--- src/rtl/div_pkg.sv ---
// Shared definitions for the non-restoring divider: FSM state encoding,
// the default operand width and a constant-function counter sizer.
package div_pkg;

   localparam int DIV_WIDTH_DEFAULT = 32;

   typedef enum logic [1:0] {
      IDLE,
      RUN,
      FIX,
      DONE
   } state_t;

   // Never returns less than one so a counter always has at least one bit.
   function automatic int clog2(input int value);
      int result;
      result = 0;
      while ((1 << result) < value) begin
         result++;
      end
      return (result < 1) ? 1 : result;
   endfunction

endpackage

--- src/rtl/div_addsub.sv ---
// (WIDTH+1)-bit add/subtract built as a full-adder ripple chain.
// Subtraction inverts operand b and injects the carry-in; the final carry-out is dropped.
module div_addsub #(
   parameter int WIDTH = 32
) (
   input  logic [WIDTH:0] i_a,
   input  logic [WIDTH:0] i_b,
   input  logic           i_sub,
   output logic [WIDTH:0] o_sum
);

   logic [WIDTH:0] w_bx;
   logic [WIDTH:0] w_carry;

   assign w_carry[0] = i_sub;

   for (genvar i = 0; i <= WIDTH; i++) begin : g_fa
      assign w_bx[i]  = i_b[i] ^ i_sub;
      assign o_sum[i] = i_a[i] ^ w_bx[i] ^ w_carry[i];
      if (i < WIDTH) begin : g_carry
         assign w_carry[i+1] = (i_a[i] & w_bx[i]) | (w_carry[i] & (i_a[i] ^ w_bx[i]));
      end
   end

endmodule

--- src/rtl/nonrestoring_divider.sv ---
// Sequential non-restoring divider: one quotient bit per clock, start/done handshake.
// Define SIGNED_DIV_EN for two's-complement operands (truncation toward zero).
module nonrestoring_divider
   import div_pkg::*;
#(
   parameter int WIDTH = DIV_WIDTH_DEFAULT
) (
   input  logic             clk,
   input  logic             rst_n,
   input  logic             start,
   input  logic [WIDTH-1:0] dividend,
   input  logic [WIDTH-1:0] divisor,
   output logic             busy,
   output logic             done,
   output logic [WIDTH-1:0] quotient,
   output logic [WIDTH-1:0] remainder,
   output logic             div_by_zero
);

   localparam int CW = clog2(WIDTH);

   state_t           r_state;
   state_t           w_next;
   logic [WIDTH:0]   r_P;
   logic [WIDTH-1:0] r_A;
   logic [WIDTH-1:0] r_D;
   logic [CW-1:0]    r_cnt;

   logic [WIDTH:0]   w_addA;
   logic [WIDTH:0]   w_sum;
   logic [WIDTH:0]   w_fixP;
   logic             w_sub;
   logic [WIDTH-1:0] w_magN;
   logic [WIDTH-1:0] w_magD;
   logic [WIDTH-1:0] w_qOut;
   logic [WIDTH-1:0] w_rOut;

   // The single adder shifts-and-adds in RUN and applies the final correction in FIX.
   assign w_addA = (r_state == FIX) ? r_P : {r_P[WIDTH-1:0], r_A[WIDTH-1]};
   assign w_sub  = (r_state == FIX) ? 1'b0 : ~r_P[WIDTH];
   assign w_fixP = r_P[WIDTH] ? w_sum : r_P;

   div_addsub #(.WIDTH(WIDTH)) u_addsub (
      .i_a   (w_addA),
      .i_b   ({1'b0, r_D}),
      .i_sub (w_sub),
      .o_sum (w_sum)
   );

`ifdef SIGNED_DIV_EN
   logic r_negN;
   logic r_negD;

   assign w_magN = dividend[WIDTH-1] ? -dividend : dividend;
   assign w_magD = divisor[WIDTH-1]  ? -divisor  : divisor;
   assign w_qOut = (r_negN ^ r_negD) ? -r_A : r_A;
   assign w_rOut = r_negN ? -w_fixP[WIDTH-1:0] : w_fixP[WIDTH-1:0];

   always_ff @(posedge clk or negedge rst_n) begin
      if (!rst_n) begin
         r_negN <= 1'b0;
         r_negD <= 1'b0;
      end else if (r_state == IDLE && start) begin
         r_negN <= dividend[WIDTH-1];
         r_negD <= divisor[WIDTH-1];
      end
   end
`else
   assign w_magN = dividend;
   assign w_magD = divisor;
   assign w_qOut = r_A;
   assign w_rOut = w_fixP[WIDTH-1:0];
`endif

   always_ff @(posedge clk or negedge rst_n) begin
      if (!rst_n) begin
         r_state <= IDLE;
      end else begin
         r_state <= w_next;
      end
   end

   always_comb begin
      w_next = r_state;
      case (r_state)
         IDLE: if (start) w_next = (divisor == '0) ? DONE : RUN;
         RUN:  if (r_cnt == '0) w_next = FIX;
         FIX:  w_next = DONE;
         DONE: w_next = IDLE;
         default: w_next = IDLE;
      endcase
   end

   always_comb begin
      busy = (r_state != IDLE);
      done = (r_state == DONE);
   end

   // Divide-by-zero results are loaded at acceptance so they are valid alongside done.
   always_ff @(posedge clk or negedge rst_n) begin
      if (!rst_n) begin
         r_P         <= '0;
         r_A         <= '0;
         r_D         <= '0;
         r_cnt       <= '0;
         quotient    <= '0;
         remainder   <= '0;
         div_by_zero <= 1'b0;
      end else begin
         case (r_state)
            IDLE: begin
               if (start) begin
                  r_A   <= w_magN;
                  r_D   <= w_magD;
                  r_P   <= '0;
                  r_cnt <= CW'(WIDTH - 1);
                  if (divisor == '0) begin
                     quotient    <= '1;
                     remainder   <= dividend;
                     div_by_zero <= 1'b1;
                  end
               end
            end
            RUN: begin
               r_P   <= w_sum;
               r_A   <= {r_A[WIDTH-2:0], ~w_sum[WIDTH]};
               r_cnt <= r_cnt - 1'b1;
            end
            FIX: begin
               r_P         <= w_fixP;
               quotient    <= w_qOut;
               remainder   <= w_rOut;
               div_by_zero <= 1'b0;
            end
            default: ;
         endcase
      end
   end

endmodule

--- config.mk ---
export PLATFORM = sky130hd
export DESIGN_NAME = nonrestoring_divider
export DESIGN_NICKNAME = d
export VERILOG_FILES = /design/src/rtl/div_pkg.sv /design/src/rtl/div_addsub.sv /design/src/rtl/nonrestoring_divider.sv
export SDC_FILE = /design/constraint.sdc
export NUM_CORES = 1
export LEC_CHECK = 0
export BUFFER_PORTS_ARGS = -buffer_cell sky130_fd_sc_hd__buf_4
export CORE_UTILIZATION = 30
export DETAILED_ROUTE_END_ITERATION = 16
export GPL_TIMING_DRIVEN = 0
export PLACE_DENSITY = 0.52
export SETUP_SLACK_MARGIN = 0.15
export SYNTH_ARGS = -nofsm -noshare
export SYNTH_HDL_FRONTEND = slang
export SYNTH_SLANG_ARGS = --single-unit
--- constraint.sdc ---
create_clock -name clk -period 24.8 [get_ports clk]
set_input_delay 3.72 -clock clk [delete_from_list [all_inputs] [get_ports clk]]
set_output_delay 3.72 -clock clk [all_outputs]
set_load 0.02 [all_outputs]
==> results.tsv <==
stage	metric	value	unit
logic_synthesis	ys.warnings.count	0	
die	core_area	0.0298	mm^2
clocking	htree_num_levels	4	
layout	fraction_of_layout_cells_with_a_size_suffix_above_1	27.4	%
worst_setup_path	gate_family_responsible_for_the_most_delay_along_the_worst_path	adder cells	
clocking	cts_num_sinks	169	
timing	rsz0062_at_grt	no	
global_route	grt_pass1_wl	40.6	mm
layout	area_overhead_of_the_layout_relative_to_synthesis	23.0	%
clocking	number_of_post_cts_setup_repair_buffers	0	
detailed_routing	routed_via_density	4.86	
power_and_ir_drop	clkPwrFrac	14.8	%
die	rows	63	
detailed_routing	drc_violations_left	0	
status	run_status	completed	
logic_synthesis	synthCells	827	
logic_synthesis	synth_edf_count	0	
worst_setup_path	arrival_time_of_data_at_the_critical_path_endpoint	18.07	ns
die	floorplan.die.height	177	um
clocking	cts_hold_buffers	0	
logic_synthesis	synthesis.nets	931	
worst_setup_path	startpoint_type	flip-flop	
logic_synthesis	ys_types	45	
layout	nets	1083	
power_and_ir_drop	power.density_cell_area	163	mW/mm^2
global_route	maximum_number_of_pins_on_one_net_before_global_route_repair	107	
detailed_routing	route.vias.total	6722	
logic_synthesis	post_synth.cell_area_avg	11.1	um^2
logic_synthesis	async_reset_ff_share	100	%
worst_setup_path	crit_top_cell	sky130_fd_sc_hd__fa_1	
flow_run	max_cap_viol_count	0	
timing	timing.fmax	56.3	MHz
worst_setup_path	crit_slowest_cell	sky130_fd_sc_hd__clkbuf_1	
timing	slew-limit-headroom	38.8	%
worst_setup_path	critPathMaxFanout	10	
worst_setup_path	cp.required	25.12	ns
placed_design	sum_of_net_half_perimeters_after_detailed_placement	19.8	mm
worst_setup_path	critPathBufInv	4	
detailed_routing	finalWirelength	25.6	mm
worst_setup_path	end_kind	flip-flop	
layout	num_antenna_cells	0	
layout	filler_cells	2996	
die	effective_utilization_at_floorplan	30.7	%
detailed_routing	postRouteAntennaNets	0	
detailed_routing	wl_per_cell	18.5	um
clocking	cts_inserted_buffers	17	
min_path	hold_class	reg2reg	
power_and_ir_drop	sequential_fraction_of_design_power	27.3	%
timing	finalMaxSlewViolations	0	
power_and_ir_drop	internal_power_contribution	1010	uW
die	die_x	177	um
clocking	clk_root_buffer_cell	sky130_fd_sc_hd__clkbuf_16	
logic_synthesis	syn_area	0.00916	mm^2
timing	fin_setup_tns	0	ns
global_route	grt_pass1_vias	7065	
die	dieArea	0.0312	mm^2
power_and_ir_drop	power.static_leakage	0.00479	uW
detailed_routing	detailedRoute.firstIterationViolations	402	
timing	finalHoldWorstSlack	0.494	ns
clocking	clock_insertion_delay_worst_skew	0.44	ns
clocking	clkTransAtPathRegs	0.07	ns
worst_setup_path	slowest_delay	0.60	ns
power_and_ir_drop	sw_frac_of_total	44.9	%
timing	finalWorstPathRequiredPeriod	17.76	ns
placed_design	routability_driven_placement_congestion_ratio	0.792	
logic_synthesis	ys_seq_area_share	46.2	%
power_and_ir_drop	power.net_switching	826	uW
detailed_routing	first_pass_iters	5	
global_route	grt_antenna_before_repair	0	
logic_synthesis	ys_seq_elements	169	
worst_setup_path	kind_of_critical_path	reg2reg	
global_route	all_layer_global_routing_usage	17.0	%
clocking	cts_tree	yes	
timing	setup-violations-final	0	
worst_setup_path	setup.reg_to_reg.worst_slack	7.04	ns
timing	min_period_over_period	71.6	%
timing	finalWorstSetupSlack	7.04	ns
power_and_ir_drop	power.combinational.fraction	57.9	%
power_and_ir_drop	vdd.ir_drop.worst	0.0643	mV
timing	worst-slew-pin-transition	0.916	ns
logic_synthesis	dominantRegCellSynth	sky130_fd_sc_hd__dfrtp_1	
clocking	cts.path.max_buffers	2	
die	num_io_pins	134	
placed_design	port-buffer-count	132	
timing	fin_worst_skew	0.0127	ns
clocking	resized_cells_post_cts	0	
global_route	overflow	0	
timing	timing_hold_violations_final	0	
placed_design	detailedPlace.worstSlack	6.99	ns
-- metrics by stage --
stage	area (um^2)	total power, uW	cells	util (%)
floorplan	9160	1230	827	-
global placement	10600	1570	1349	35.7
detailed placement	10700	1590	1350	35.8
CTS	11300	1860	1382	37.8
global route	11300	2000	1382	37.8
finish	11300	1840	1382	37.8
-- flip-flops by register name, indices dropped and copies added (netlist names) --
| register | flops |
|---|---|
| quotient | 32 |
| remainder | 32 |
| div_by_zero | 1 |
| r_state | 2 |
| r_cnt | 5 |
| r_D | 32 |
| r_A | 32 |
| r_P | 33 |
-- cell type report --
| cell class | count | area (um^2) | share of cell area [%] |
|---|---|---|---|
| buffer | 61 | 263 | 2.33 |
| clock buffer | 18 | 429 | 3.81 |
| clock inverter | 14 | 160 | 1.42 |
| inverter | 10 | 37.5 | 0.333 |
| multi-input combinational | 587 | 4630 | 41.1 |
| sequential | 169 | 4230 | 37.6 |
| tap | 390 | 488 | 4.33 |
| timing repair buffer | 133 | 1030 | 9.11 |
-- worst register-to-register path, delay by kind of cell (launching register included) --
kind	cells	cell delay, ns
fa+ha+maj	32	14.54
buf+inv	4	1.47
xor+xnor	2	0.50
flops	1	0.42
mux	1	0.42
compound gates	2	0.31
-- cells in the final DEF (no fill, tap or decap), types with 4 or more instances in the layout --
| master | count |
|---|---|
| sky130_fd_sc_hd__dfrtp_1 | 169 |
| sky130_fd_sc_hd__buf_4 | 131 |
| sky130_fd_sc_hd__mux2_2 | 92 |
| sky130_fd_sc_hd__nand2_1 | 69 |
| sky130_fd_sc_hd__o21ai_0 | 68 |
| sky130_fd_sc_hd__a21oi_1 | 67 |
| sky130_fd_sc_hd__mux2i_1 | 62 |
| sky130_fd_sc_hd__clkbuf_1 | 45 |
| sky130_fd_sc_hd__nor2_1 | 39 |
| sky130_fd_sc_hd__xor2_1 | 33 |
| sky130_fd_sc_hd__o22a_1 | 32 |
| sky130_fd_sc_hd__nor2b_1 | 31 |
| sky130_fd_sc_hd__fa_1 | 31 |
| sky130_fd_sc_hd__clkbuf_16 | 17 |
| sky130_fd_sc_hd__inv_1 | 10 |
| sky130_fd_sc_hd__nand3_1 | 9 |
| sky130_fd_sc_hd__buf_2 | 8 |
| sky130_fd_sc_hd__nor4_1 | 7 |
| sky130_fd_sc_hd__ha_1 | 6 |
| sky130_fd_sc_hd__buf_1 | 5 |
| sky130_fd_sc_hd__nor3_1 | 4 |
| sky130_fd_sc_hd__clkinv_4 | 4 |
| sky130_fd_sc_hd__inv_8 | 4 |
-- synthesized netlist by cell type (3+ instances only) --
cell / instances / share of area (%)
sky130_fd_sc_hd__nor2_1: 39 / 1.6
sky130_fd_sc_hd__or2_2: 3 / 0.20
sky130_fd_sc_hd__dfrtp_1: 169 / 46
sky130_fd_sc_hd__clkbuf_1: 44 / 1.8
sky130_fd_sc_hd__nor3_1: 4 / 0.22
sky130_fd_sc_hd__fa_1: 31 / 6.8
sky130_fd_sc_hd__nor4_1: 7 / 0.48
sky130_fd_sc_hd__nand2_1: 69 / 2.8
sky130_fd_sc_hd__o22a_1: 32 / 3.1
sky130_fd_sc_hd__buf_6: 3 / 0.37
sky130_fd_sc_hd__xor2_1: 33 / 3.2
sky130_fd_sc_hd__buf_2: 8 / 0.44
sky130_fd_sc_hd__mux2_2: 92 / 11
sky130_fd_sc_hd__ha_1: 6 / 0.82
sky130_fd_sc_hd__nand3_1: 9 / 0.49
sky130_fd_sc_hd__mux2i_1: 62 / 6.8
sky130_fd_sc_hd__a21oi_1: 67 / 3.7
sky130_fd_sc_hd__o21ai_0: 68 / 3.7
sky130_fd_sc_hd__buf_1: 5 / 0.20
sky130_fd_sc_hd__nor2b_1: 31 / 2.1
sky130_fd_sc_hd__inv_1: 10 / 0.41
sky130_fd_sc_hd__a211oi_1: 3 / 0.25
-- power by group through the flow --
stage	clock network (uW)	registers, uW	logic (uW)
2_1_floorplan	0	543	691
3_3_place_gp	0	507	1060
3_5_place_dp	0	508	1080
4_1_cts	278	503	1080
5_1_grt	289	519	1190
6_report	272	502	1070
-- kinds of logic after synthesis --
logic type,synth area share [%]
adders and majority gates,7.60
DFF,46.2
xor gates and xnor gates,3.35
muxes,18.3
AOI/OAI and AO/OA,12.7
and+or+nand+nor,8.55
buffers and inverters,3.28
-- layer usage --
metal  up-vias  track usage (%)  part of all wire (%)  wire (um)
met2       151             27.4                    47      12100
li1       3207                -                     -          -
met4         0             3.45                  0.69        176
met1      3351             23.5                    47      12100
met3        13             3.59                   4.9       1260
met5         -                0                     0          0
-- final timing paths --
| check | start | to | depth (start not counted) |
|---|---|---|---|
| max in group asynchronous | rst_n | r_A[28] | 2 |
| min reg2reg | quotient[23] | quotient[23] | 1 |
| min | quotient[23] | quotient[23] | 1 |
| max | r_state[0] | r_A[0] | 41 |
| max reg2reg | r_state[0] | r_A[0] | 41 |
| min in group asynchronous | rst_n | r_D[7] | 1 |
Note: power is estimated with default switching activity, not from simulation.
